==> config.mk <==
export PLATFORM = sky130hd
export DESIGN_NAME = prism_sp_ring_cookie_converter
export DESIGN_NICKNAME = d
export VERILOG_FILES = /design/src/rtl/prism_sp_pkg.sv /design/src/rtl/prism_sp_skid_buffer.sv /design/src/rtl/prism_sp_ring_cookie_converter.sv
export SDC_FILE = /design/constraint.sdc
export NUM_CORES = 1
export LEC_CHECK = 0
export ABC_AREA = 1
export CAP_MARGIN = 25
export CORE_MARGIN = 1
export CORE_UTILIZATION = 41
export CTS_BUF_LIST = sky130_fd_sc_hd__clkbuf_16
export CTS_CLUSTER_SIZE = 8
export DETAILED_ROUTE_END_ITERATION = 12
export HOLD_SLACK_MARGIN = 0.08
export PLACE_DENSITY = 0.67
export RECOVER_POWER = 100
export SYNTH_ARGS = -nofsm -noshare
export SYNTH_HDL_FRONTEND = slang
export SYNTH_SLANG_ARGS = --single-unit
==> constraint.sdc <==
create_clock -name clock -period 6.7 [get_ports clock]
set_input_delay 2.01 -clock clock [delete_from_list [all_inputs] [get_ports clock]]
set_output_delay 2.01 -clock clock [all_outputs]
set_load 0.01 [all_outputs]
==> src/rtl/prism_sp_pkg.sv <==
// Shared prism_sp definitions: system address width, cookie tag width and
// the default-geometry converted cookie layout.
package prism_sp_pkg;

    localparam int unsigned SYSTEM_ADDR_WIDTH    = 32;
    localparam int unsigned COOKIE_TAG_WIDTH     = 8;
    localparam int unsigned COOKIE_INDEX_WIDTH   = 10;
    localparam int unsigned COOKIE_PAYLOAD_WIDTH = 14;

    // Layout of data_out for the default DATA_OUT_WIDTH=32 / INDEX_WIDTH=10 build.
    typedef struct packed {
        logic [COOKIE_TAG_WIDTH-1:0]     tag;
        logic [COOKIE_INDEX_WIDTH-1:0]   index;
        logic [COOKIE_PAYLOAD_WIDTH-1:0] payload;
    } cookie_out_t;

endpackage

==> src/rtl/prism_sp_skid_buffer.sv <==
// Valid/ready skid buffer: a bypass path plus one skid register, with a
// registered up_ready so the upstream never sees a combinational ready path.
module prism_sp_skid_buffer #(
    parameter int unsigned WIDTH = 8
) (
    input  logic             clock,
    input  logic             reset,
    input  logic             up_valid,
    output logic             up_ready,
    input  logic [WIDTH-1:0] up_data,
    output logic             dn_valid,
    input  logic             dn_ready,
    output logic [WIDTH-1:0] dn_data
);

    logic             ready_q;
    logic             skid_valid_q;
    logic             skid_valid_d;
    logic [WIDTH-1:0] skid_data_q;
    logic             accept;

    assign up_ready = ready_q;
    assign accept   = up_valid && ready_q;
    assign dn_valid = skid_valid_q || accept;
    assign dn_data  = skid_valid_q ? skid_data_q : up_data;

    // ready_q mirrors !skid_valid, so accept and a full skid never coincide.
    always_comb begin
        skid_valid_d = skid_valid_q;
        if (skid_valid_q && dn_ready) begin
            skid_valid_d = 1'b0;
        end else if (accept && !dn_ready) begin
            skid_valid_d = 1'b1;
        end
    end

    always_ff @(posedge clock or posedge reset) begin
        if (reset) begin
            ready_q      <= 1'b0;
            skid_valid_q <= 1'b0;
            skid_data_q  <= '0;
        end else begin
            ready_q      <= !skid_valid_d;
            skid_valid_q <= skid_valid_d;
            if (accept && !dn_ready) begin
                skid_data_q <= up_data;
            end
        end
    end

endmodule

==> src/rtl/prism_sp_ring_cookie_converter.sv <==
// Converts raw ring cookies into {tag, descriptor index, payload} with range and
// alignment checking. Optional sequence tag counter: PRISM_SP_COOKIE_SEQ_TAG_EN.
module prism_sp_ring_cookie_converter
    import prism_sp_pkg::*;
#(
    parameter int unsigned DATA_IN_WIDTH  = 64,
    parameter int unsigned DATA_OUT_WIDTH = 32,
    parameter int unsigned INDEX_WIDTH    = 10,
    parameter int unsigned DESC_SHIFT     = 4
) (
    input  logic                         clock,
    input  logic                         reset,
    input  logic [SYSTEM_ADDR_WIDTH-1:0] ring_base,
    input  logic [INDEX_WIDTH:0]         ring_size,
    input  logic                         in_valid,
    output logic                         in_ready,
    input  logic [DATA_IN_WIDTH-1:0]     data_in,
    input  logic [SYSTEM_ADDR_WIDTH-1:0] dma_desc_cur,
    output logic                         out_valid,
    input  logic                         out_ready,
    output logic [DATA_OUT_WIDTH-1:0]    data_out,
    output logic                         out_error
);

    localparam int unsigned PAYLOAD_WIDTH = DATA_OUT_WIDTH - COOKIE_TAG_WIDTH - INDEX_WIDTH;
    localparam int unsigned REQ_WIDTH     = COOKIE_TAG_WIDTH + PAYLOAD_WIDTH + SYSTEM_ADDR_WIDTH;
    localparam logic [SYSTEM_ADDR_WIDTH-1:0] ALIGN_MASK =
        (SYSTEM_ADDR_WIDTH'(1) << DESC_SHIFT) - SYSTEM_ADDR_WIDTH'(1);

    if (DATA_OUT_WIDTH < INDEX_WIDTH + COOKIE_TAG_WIDTH + 1) begin : g_bad_out_width
        $error("DATA_OUT_WIDTH must be at least INDEX_WIDTH + 9");
    end
    if (DATA_IN_WIDTH < PAYLOAD_WIDTH) begin : g_bad_in_width
        $error("DATA_IN_WIDTH too narrow for the converted payload field");
    end

    logic [COOKIE_TAG_WIDTH-1:0] tag;

`ifdef PRISM_SP_COOKIE_SEQ_TAG_EN
    always_ff @(posedge clock or posedge reset) begin
        if (reset) begin
            tag <= '0;
        end else if (in_valid && in_ready) begin
            tag <= tag + COOKIE_TAG_WIDTH'(1);
        end
    end
`else
    assign tag = '0;
`endif

    logic                         sk_valid;
    logic                         s1_ready;
    logic [REQ_WIDTH-1:0]         sk_data;
    logic [COOKIE_TAG_WIDTH-1:0]  sk_tag;
    logic [PAYLOAD_WIDTH-1:0]     sk_payload;
    logic [SYSTEM_ADDR_WIDTH-1:0] sk_desc;

    prism_sp_skid_buffer #(
        .WIDTH (REQ_WIDTH)
    ) u_skid (
        .clock    (clock),
        .reset    (reset),
        .up_valid (in_valid),
        .up_ready (in_ready),
        .up_data  ({tag, data_in[PAYLOAD_WIDTH-1:0], dma_desc_cur}),
        .dn_valid (sk_valid),
        .dn_ready (s1_ready),
        .dn_data  (sk_data)
    );

    assign {sk_tag, sk_payload, sk_desc} = sk_data;

    logic                         s1_valid;
    logic [COOKIE_TAG_WIDTH-1:0]  s1_tag;
    logic [PAYLOAD_WIDTH-1:0]     s1_payload;
    logic [SYSTEM_ADDR_WIDTH-1:0] s1_desc;
    logic [SYSTEM_ADDR_WIDTH-1:0] s1_offset;
    logic                         s2_valid;
    logic                         s2_en;

    // Both stages hold whenever the output is stalled with a response in it.
    assign s2_en    = !s2_valid || out_ready;
    assign s1_ready = !s1_valid || s2_en;

    logic [SYSTEM_ADDR_WIDTH-1:0] s1_slot;
    logic [SYSTEM_ADDR_WIDTH-1:0] ring_size_ext;
    logic [INDEX_WIDTH-1:0]       s1_index;
    logic                         s1_error;

    // Untruncated slot number, so a base above the descriptor wraps to out of range.
    assign s1_slot       = s1_offset >> DESC_SHIFT;
    assign s1_index      = s1_slot[INDEX_WIDTH-1:0];
    assign ring_size_ext = SYSTEM_ADDR_WIDTH'(ring_size);
    assign s1_error      = (ring_size == '0)
                        || ((s1_offset & ALIGN_MASK) != '0)
                        || (s1_slot >= ring_size_ext);

    always_ff @(posedge clock or posedge reset) begin
        if (reset) begin
            s1_valid   <= 1'b0;
            s1_tag     <= '0;
            s1_payload <= '0;
            s1_desc    <= '0;
            s1_offset  <= '0;
            s2_valid   <= 1'b0;
            data_out   <= '0;
            out_error  <= 1'b0;
        end else begin
            if (s1_ready) begin
                s1_valid <= sk_valid;
                if (sk_valid) begin
                    s1_tag     <= sk_tag;
                    s1_payload <= sk_payload;
                    s1_desc    <= sk_desc;
                    s1_offset  <= sk_desc - ring_base;
                end
            end
            if (s2_en) begin
                s2_valid <= s1_valid;
                if (s1_valid) begin
                    data_out  <= {s1_tag, s1_index, s1_payload};
                    out_error <= s1_error;
                end
            end
        end
    end

    assign out_valid = s2_valid;

    logic unused_bits;
    assign unused_bits = ^{data_in, s1_desc};

endmodule

-- Word level (Yosys, flattened, before mapping)
Index checks and enable logic that the tools add are counted.
Widths: inputs -> output; s select.
- bits in registers: 137
- input port bits: 143
- output and inout bits: 35
- logic and storage cells: 31
- add/sub/neg operators: 1
- $lt $le $gt $ge: 1
- mux-type cells: 3
- reduce and logical (&&, ||, !) cells: 16
- operators by type and width (kind ; count):
    $mux 46 ; 1
    $reduce_bool 32->1 ; 1
    $sub 32x32->32 ; 1
    $ge 28x11->1 ; 1
    $logic_not 11->1 ; 1
    $logic_or 1x1->1 ; 5
    $logic_not 1->1 ; 4
    $reduce_and 2->1 ; 2
    $logic_and 1x1->1 ; 3
    $mux 1 ; 2

-- Depth between registers and ports, before layout
Gate-level depths: netlist of run 1.
- word-level depth: 8
- mapped depth: 18
- depth with buffers taken out: 16

-- Modules after synthesis
From an unflattened synthesis of run 1, not the netlist that was laid out.
- cells, all modules: 1362
- area, all modules: 9190.1 um2
- modules (own cells, without submodules) (module ; instances ; cells each ; area each (um2) ; seq. area each (um2)):
    prism_sp_ring_cookie_converter ; 1 ; 940 ; 6149.6 ; 2227.1
    prism_sp_skid_buffer ; 1 ; 422 ; 3040.4 ; 1401.3

-- Worst setup path after synthesis of run 1
OpenSTA, ideal clock, no wires.
- path kind: input -> register
- start point: input dma_desc_cur[0]
- end point: register s1_offset[28]
- library setup time: 0.117 ns
- arrival: 3.399 ns
- required time: 6.583 ns
- setup slack: 3.183 ns
- cell stages on the path: 13
- path buffers: 0
- cell sequence: o21ai_0 ha_1 fa_1 inv_1 nand3_1 nand3_1 nand3_1 nand3_1 nand2_1 nand2_1 nand2_1 nand3_1 nand2_1
- word-level cells in the longest chain between the ends: 2
- RTL lines (what ; line ; RTL):
    from (decl) ; prism_sp_ring_cookie_converter.sv:18 ; input logic [SYSTEM_ADDR_WIDTH-1:0] dma_desc_cur,
    $mux 46 ; prism_sp_skid_buffer.sv:25 ; assign dn_data = skid_valid_q ? skid_data_q : up_data;
    $sub 32x32->32 ; prism_sp_ring_cookie_converter.sv:115 ; s1_offset <= sk_desc - ring_base;
    to (signal assigned) ; prism_sp_ring_cookie_converter.sv:115 ;
    to (decl) ; prism_sp_ring_cookie_converter.sv:77 ; logic [SYSTEM_ADDR_WIDTH-1:0] s1_offset;
Every way passes these cells.
A chain may end at the register's enable or synchronous reset.

-- Worst setup path in the final report of run 1
- start point: input out_ready
- end point: register u_skid.skid_data_q[14]
- word-level cells in the longest chain between the ends: 4
- RTL lines (what ; line ; RTL):
    from (decl) ; prism_sp_ring_cookie_converter.sv:20 ; input logic out_ready,
    $logic_or 1x1->1 ; prism_sp_ring_cookie_converter.sv:82 ; assign s2_en = !s2_valid || out_ready;
    $logic_or 1x1->1 ; prism_sp_ring_cookie_converter.sv:83 ; assign s1_ready = !s1_valid || s2_en;
    $logic_not 1->1 ; prism_sp_skid_buffer.sv:45 ; if (accept && !dn_ready) begin
    $logic_and 1x1->1 ; prism_sp_skid_buffer.sv:45 ;
    to (signal assigned) ; prism_sp_skid_buffer.sv:46 ; skid_data_q <= up_data;
    to (decl) ; prism_sp_skid_buffer.sv:19 ; logic [WIDTH-1:0] skid_data_q;
Every way passes these cells.

==> flow_summary.json, run 1 <==
{
  "drt.antenna.violating_nets": 0,
  "outcome": "complete, but fails checks",
  "ctsHtreeMaxLevel": 4,
  "postCtsSetupRepairBufs": 0,
  "setup-tns-final_ns": 0,
  "slew_viol_final": 73,
  "fin_crit_ns": 4.86,
  "synth.top_cells.by_count": "sky130_fd_sc_hd__nand2_1 (381), sky130_fd_sc_hd__inv_1 (229), sky130_fd_sc_hd__dfrtp_1 (121)",
  "drtPass1Iterations": 5,
  "yosysMostFrequentCell": "sky130_fd_sc_hd__nand2_1",
  "via_per_inst": 4.56,
  "violated_checks": "capacitance limit, slew limit",
  "synth_async_sr_flop_share_pct": 100,
  "final-seq-area_sq_mm": 0.00303,
  "max_freq_mhz": 206,
  "tightestPinTransition_ns": 1.72,
  "finalWirelength_um": 18400,
  "slew_headroom_pct": -15.3,
  "dominantRegCellSynth": "sky130_fd_sc_hd__dfrtp_1",
  "antennaDiodeCount": 0,
  "finalSetupViolCount": 0,
  "fp.dieArea_sq_mm": 0.0201,
  "whs_ns": 0.463,
  "yosys-top-cells-area": "sky130_fd_sc_hd__dfrtp_1 (38%), sky130_fd_sc_hd__nand2_1 (18%), sky130_fd_sc_hd__inv_1 (11%)",
  "route.detailed.drc": 0,
  "maximum_number_of_pins_on_one_net_before_global_route_repair": 60,
  "cts_repair_resize_count": 0,
  "synth.cell_area_sq_mm": 0.00801,
  "num_rows": 50,
  "min-delay-start": "data_out[20]",
  "worst_ep_required_time_ns": 7.05,
  "hold-path-endpoint": "data_out[20]",
  "synth.ff_latch_count": 121,
  "clk-insertion-delay-late_ns": 0.42,
  "r2r-end": "s1_offset[12]",
  "synth_top_cell_by_area": "sky130_fd_sc_hd__dfrtp_1",
  "globalRouteMet1Util_pct": 26.6,
  "synthDominantCellAreaShare_pct": 37.8,
  "crit_arrival_ns": 5.21,
  "busiest_layer": "met2",
  "avgSynthCellArea_sq_um": 6.84,
  "gr-total-overflow": 0,
  "hp-class": "flop to flop",
  "rr_startpoint": "u_skid.skid_valid_q",
  "design.final.nets": 1469,
  "report.power.total_mw": 3.15,
  "buffer_ports.inserted": 119,
  "groute.layer.met2.usage_pct": 33.4,
  "cts.hold.buffers_added": 0,
  "place_congestion": 0.880,
  "portion_of_the_clock_cycle_consumed_by_the_worst_path_in_the_final_layout_pct": 72.5,
  "die_height_um": 142,
  "drtIter0Drc": 328,
  "setup.worst_path.class": "input pin to flop",
  "avgRoutedWirePerCell_um": 11.9,
  "global_route_met3_usage_pct": 4.15,
  "floorplan.initialDensity_pct": 42.4,
  "start_kind": "input pin",
  "clk_transition_reported_paths_ns": 0.06,
  "via_total_after_detailed_routing": 7082,
  "count_of_clock_tree_sinks": 121,
  "grtUsageTotal_pct": 20.0,
  "timing.critical_path.fanout_max": 59,
  "power_per_cell_area_mw_per_mm2": 318,
  "number_of_cells_on_the_worst_hold_path": 2,
  "ctsRootBufferMaster": "sky130_fd_sc_hd__clkbuf_16",
  "r2r_setup_slack_ns": 2.86,
  "dp_slack_ns": 2.09,
  "ir_worst_vdd_mv": 0.184,
  "cts_buffer_depth": 2,
  "grt_pass1_vias": 6738,
  "grt_antenna_before_repair": 0,
  "synth_sequential_area_ratio_pct": 37.8,
  "unrepaired_setup_endpoints_after_global_routing": "no",
  "die_x_um": 142,
  "cts_inserted_buffers": 17,
  "multi_input_comb_area_sq_mm": 0.00388,
  "area.growth.synth_to_final_pct": 24.0,
  "netlist_instances": 1171,
  "post-route-worst-setup-slack_ns": 1.84,
  "dp_hpwl_um": 14100,
  "ioPinCount": 178,
  "synth-edff-count": 0,
  "critical_path.endpoint_type": "flop",
  "yosysUniqueCellTypes": 36,
  "first_pass_grt_wire_length_um": 31800,
  "core_region_area_sq_mm": 0.0189,
  "leakage_nw": 5.23,
  "cts_tree": "built",
  "yosys_warnings": 0,
  "worstRegToRegCells": 7,
  "post_route_cells_drive_above_1_share_pct": 5.26,
  "fillers": 1910,
  "final.setup_skew_ns": 0.00869,
  "max_cap_violations": 2,
  "final_hold_viol_count": 0
}
## report_power, final
part	total [mW]	internal [mW]	switching, mW	leakage, nW
clock	0.890	0.493	0.397	0.273
combinational	1.11	0.463	0.644	3.51
sequential	1.16	1.01	0.142	1.44
## through the flow
step | std cells | util [%] | cell area [sq um]
6_report | 1553 | 52.6 | 9930
5_1_grt | 1553 | 52.6 | 9930
4_1_cts | 1553 | 52.7 | 9950
3_5_place_dp | 1521 | 49.6 | 9380
3_3_place_gp | 1520 | 49.5 | 9350
2_1_floorplan | 1178 | - | 8030
## cells in the final DEF, fill, tap and decap left out, types with 4 or more instances in the layout
cell type and count:
sky130_fd_sc_hd__a21oi_1 43, sky130_fd_sc_hd__a21oi_2 14, sky130_fd_sc_hd__clkbuf_16 17, sky130_fd_sc_hd__clkdlybuf4s50_1 90, sky130_fd_sc_hd__conb_1 8, sky130_fd_sc_hd__dfrtp_1 120
sky130_fd_sc_hd__dlygate4sd3_1 29, sky130_fd_sc_hd__ha_1 45, sky130_fd_sc_hd__inv_1 230, sky130_fd_sc_hd__inv_6 7, sky130_fd_sc_hd__inv_8 4, sky130_fd_sc_hd__nand2_1 383
sky130_fd_sc_hd__nand2_2 4, sky130_fd_sc_hd__nand3_1 44, sky130_fd_sc_hd__nand4_1 5, sky130_fd_sc_hd__nor2_1 80, sky130_fd_sc_hd__nor2_2 4, sky130_fd_sc_hd__nor3_1 6
sky130_fd_sc_hd__nor4_1 6, sky130_fd_sc_hd__o211ai_1 13, sky130_fd_sc_hd__o21ai_0 96, sky130_fd_sc_hd__xnor2_1 11
## metal layers
layer / share of wire, % / vias up
met5: 0 / -
met4: 1.0 / 0
met3: 4.5 / 15
met2: 47 / 138
met1: 48 / 3132
li1: - / 3797
## worst max-delay path by stage
stage / from / depth (start not counted) / to / slack (ns)
2_1_floorplan: reset / 1 / data_out[0] / 1.48
3_3_place_gp: dma_desc_cur[0] / 14 / s1_offset[24] / 2.13
3_5_place_dp: dma_desc_cur[0] / 14 / s1_offset[24] / 2.09
4_1_cts: dma_desc_cur[0] / 14 / s1_offset[24] / 2.52
5_1_grt: out_ready / 10 / u_skid.skid_data_q[17] / 1.48
6_report: out_ready / 10 / u_skid.skid_data_q[14] / 1.84
## registers in the layout, indices dropped and copies added (netlist names)
signal and cells:
u_skid.skid_data_q 46, s1_offset 32, data_out 24, s1_payload 14, out_error 1, out_valid 1, s1_valid 1, u_skid.skid_valid_q 1
u_skid.up_ready 1
## kinds of logic after synthesis
logic type | share of synthesized area [%]
other | 0.0468
AO/OA/AOI/OAI | 12.0
buffers and inverters | 13.9
XOR/XNOR | 1.42
flip-flops | 37.8
AND/OR/NAND/NOR | 27.5
adder cells (fa/ha/maj) | 7.28
## cell type report
type                            count  share of cell area [%]
Inverter                          234                    8.86
Timing Repair Buffer              124                    12.5
Clock buffer                       17                    4.28
Tap cell                          260                    3.28
Multi-Input combinational cell    782                    39.1
Sequential cell                   121                    30.5
Clock inverter                     15                    1.46
## worst max-delay path, cell delays in order
cell                            delay, ns
sky130_fd_sc_hd__dlygate4sd3_1       0.54
sky130_fd_sc_hd__nor2_1              0.17
sky130_fd_sc_hd__clkinv_1            0.12
sky130_fd_sc_hd__nor2_2              0.09
sky130_fd_sc_hd__inv_1               0.11
sky130_fd_sc_hd__nor2_4              0.09
sky130_fd_sc_hd__clkbuf_1            1.11
sky130_fd_sc_hd__buf_4               0.67
sky130_fd_sc_hd__nor2_1              0.11
sky130_fd_sc_hd__a21oi_2             0.13
Note: power is estimated with default switching activity, not from simulation.
==> run 2, diff against run 1 <==
- clock period: 6.7 -> 4.8 ns (I/O delays scaled with it)
==> run 2 against run 1 <==
  * The run now ends clean
  * Cell count is the same
  * Wire length increased by 1.2%
  * Sequential share of layout area shrank 0.12 points
  * Global-route usage shrank 0.25 points
==> flow_summary.json, run 2 (synthesis results as in run 1) <==
{
  "layout.cells.most_common_list": "sky130_fd_sc_hd__nand2_1 (384), sky130_fd_sc_hd__inv_1 (230), sky130_fd_sc_hd__dfrtp_1 (120), sky130_fd_sc_hd__o21ai_0 (95), sky130_fd_sc_hd__clkdlybuf4s50_1 (88)",
  "cts.hold.buffers_added": 0,
  "fp.dieArea_sq_mm": 0.0201,
  "slew_headroom_pct": 6.50,
  "final_common_cell": "sky130_fd_sc_hd__nand2_1",
  "worst_ep_required_time_ns": 5.10,
  "unrepaired_setup_endpoints_after_global_routing": "no",
  "floorplan.initialDensity_pct": 42.4,
  "fin_crit_ns": 3.66,
  "cts_buffer_depth": 2,
  "critical_path.endpoint_type": "flop",
  "max_freq_mhz": 273,
  "worstRegToRegCells": 14,
  "finalSetupViolCount": 0,
  "crit_path_frequent_cell": "sky130_fd_sc_hd__nand2_1",
  "design.final.nets": 1469,
  "gr-total-overflow": 0,
  "routed.top_layer": "met4",
  "slew_viol_final": 0,
  "post_route_cells_drive_above_1_share_pct": 4.95,
  "power_per_cell_area_mw_per_mm2": 455,
  "first_pass_grt_wire_length_um": 31200,
  "cts_tree": "built",
  "place_congestion": 0.862,
  "ir_worst_vdd_mv": 0.260,
  "post_layout_instance_count_excluding_filler_cells": 1553,
  "placed_cell_area_sq_mm": 0.00938,
  "start_kind": "input pin",
  "r2r_setup_slack_ns": 2.01,
  "drt.antenna.violating_nets": 0,
  "max_cap_violations": 0,
  "stdcell_area_sq_mm": 0.00997,
  "drtIter0Drc": 345,
  "dp_hpwl_um": 14200,
  "leakage_nw": 5.26,
  "cts_inserted_buffers": 17,
  "buffer_ports.inserted": 119,
  "ioPinCount": 178,
  "tightestPinTransition_ns": 1.40,
  "final-seq-area_sq_mm": 0.00303,
  "final_hold_viol_count": 0,
  "hold-path-endpoint": "data_out[21]",
  "avgRoutedWirePerCell_um": 12.0,
  "outcome": "finished, final reports clean",
  "rr_startpoint": "u_skid.skid_valid_q",
  "grt_antenna_before_repair": 0,
  "postCtsSetupRepairBufs": 0,
  "multi_input_comb_area_sq_mm": 0.00386,
  "core_region_area_sq_mm": 0.0189,
  "via_total_after_detailed_routing": 7121,
  "area.growth.synth_to_final_pct": 24.5,
  "setup-tns-final_ns": 0,
  "wirelength_met1_um": 8990,
  "final.setup_skew_ns": 0.0103,
  "timing.critical_path.fanout_max": 3,
  "placed_cells": 1521,
  "portion_of_the_clock_cycle_consumed_by_the_worst_path_in_the_final_layout_pct": 76.3,
  "layout_top_registers": "u_skid.skid_data_q x46, s1_offset x32, data_out x24",
  "via_per_inst": 4.59,
  "met2_routed_wirelength_um": 8700,
  "worstPathCellList": "dlygate4sd3_1, o21ai_0, inv_1, ha_1, nand2_1, nor2_1, nand2_1, nand3_1, nand2_1, nand2_1, nand2_1, nand2_1, nand2_1, nand3_1, nand2_1",
  "num_rows": 50,
  "fillers": 1940,
  "critPathTopFamily": "simple AND/OR/NAND/NOR gates",
  "ctsRootBufferMaster": "sky130_fd_sc_hd__clkbuf_16",
  "r2r-end": "s1_offset[21]",
  "setup.worst_path.class": "input pin to flop",
  "crit_arrival_ns": 3.96,
  "cpMaxStageDelayCell": "sky130_fd_sc_hd__dlygate4sd3_1",
  "antennaDiodeCount": 0,
  "wl_met3_um": 689,
  "grtUsageTotal_pct": 19.8,
  "hp-class": "flop to flop",
  "largest_register_ff_count": 46,
  "ctsHtreeMaxLevel": 4,
  "grt_pass1_vias": 6693,
  "number_of_cells_on_the_worst_hold_path": 2,
  "critical-path-max-stage-delay_ns": 0.55,
  "clk-insertion-delay-late_ns": 0.42,
  "die_height_um": 142,
  "cts_repair_resize_count": 0,
  "worstPathBufferInverterCount": 2,
  "finalWirelength_um": 18600,
  "clk_transition_reported_paths_ns": 0.06,
  "regMostFlops": "u_skid.skid_data_q",
  "route.detailed.drc": 0,
  "layout.core_utilization_pct": 52.8,
  "count_of_clock_tree_sinks": 121,
  "min-delay-start": "data_out[21]",
  "drtPass1Iterations": 7,
  "maximum_number_of_pins_on_one_net_before_global_route_repair": 77,
  "die_x_um": 142
}
[run 2: changes by cell type in the layout (fill, tap and decap cells not counted), sizes merged]
cell           delta
inv               -2
clkdlybuf4s50     -2
dlygate4sd3       +2
clkinvlp          -4
clkinv            +3
bufinv            +3
[run 2: per-stage QoR]
step,setup WS (ns),hold WS (ns),total power [mW]
global route,0.776,0.484,4.90
CTS,1.32,0.474,4.63
detailed placement,0.902,0.458,3.24
global placement,0.909,0.456,3.19
floorplan,0.146,0.441,2.68
finish,1.14,0.465,4.53
[run 2: per-layer routing]
| metal | up-vias | global-route usage [%] |
|---|---|---|
| li1 | 3807 | - |
| met1 | 3148 | 26.2 |
| met3 | 22 | 3.27 |
| met2 | 144 | 33.2 |
| met4 | 0 | 5.72 |
| met5 | - | 0 |
[run 2: final cells by class]
class	instances	area share, %
clock buffer	17	4.27
timing repair buffer	124	12.4
inverter	234	8.84
sequential	121	30.4
clock inverter	15	2.06
tap	260	3.26
multi-input combinational	782	38.8
[run 2: worst min-delay path, cell delays in order, from the launching register on]
cell	delay [ns]
sky130_fd_sc_hd__dfrtp_1	0.33
sky130_fd_sc_hd__nand2_1	0.05
sky130_fd_sc_hd__nand2_1	0.05
[run 2: worst max-delay path by stage]
stage / start / end / slack (ns) / cells past startpoint
floorplan: reset / data_out[0] / 0.15 / 1
global placement: dma_desc_cur[0] / s1_offset[12] / 0.91 / 12
detailed placement: dma_desc_cur[1] / s1_offset[21] / 0.90 / 15
CTS: dma_desc_cur[1] / s1_offset[19] / 1.32 / 13
global route: reset / u_skid.skid_data_q[19] / 0.78 / 3
finish: dma_desc_cur[1] / s1_offset[21] / 1.14 / 15
[run 2: report_power, final]
part,internal (mW),leakage (nW),switching [mW]
clock network,0.840,0.311,0.529
logic,0.644,3.50,0.908
registers,1.42,1.44,0.195
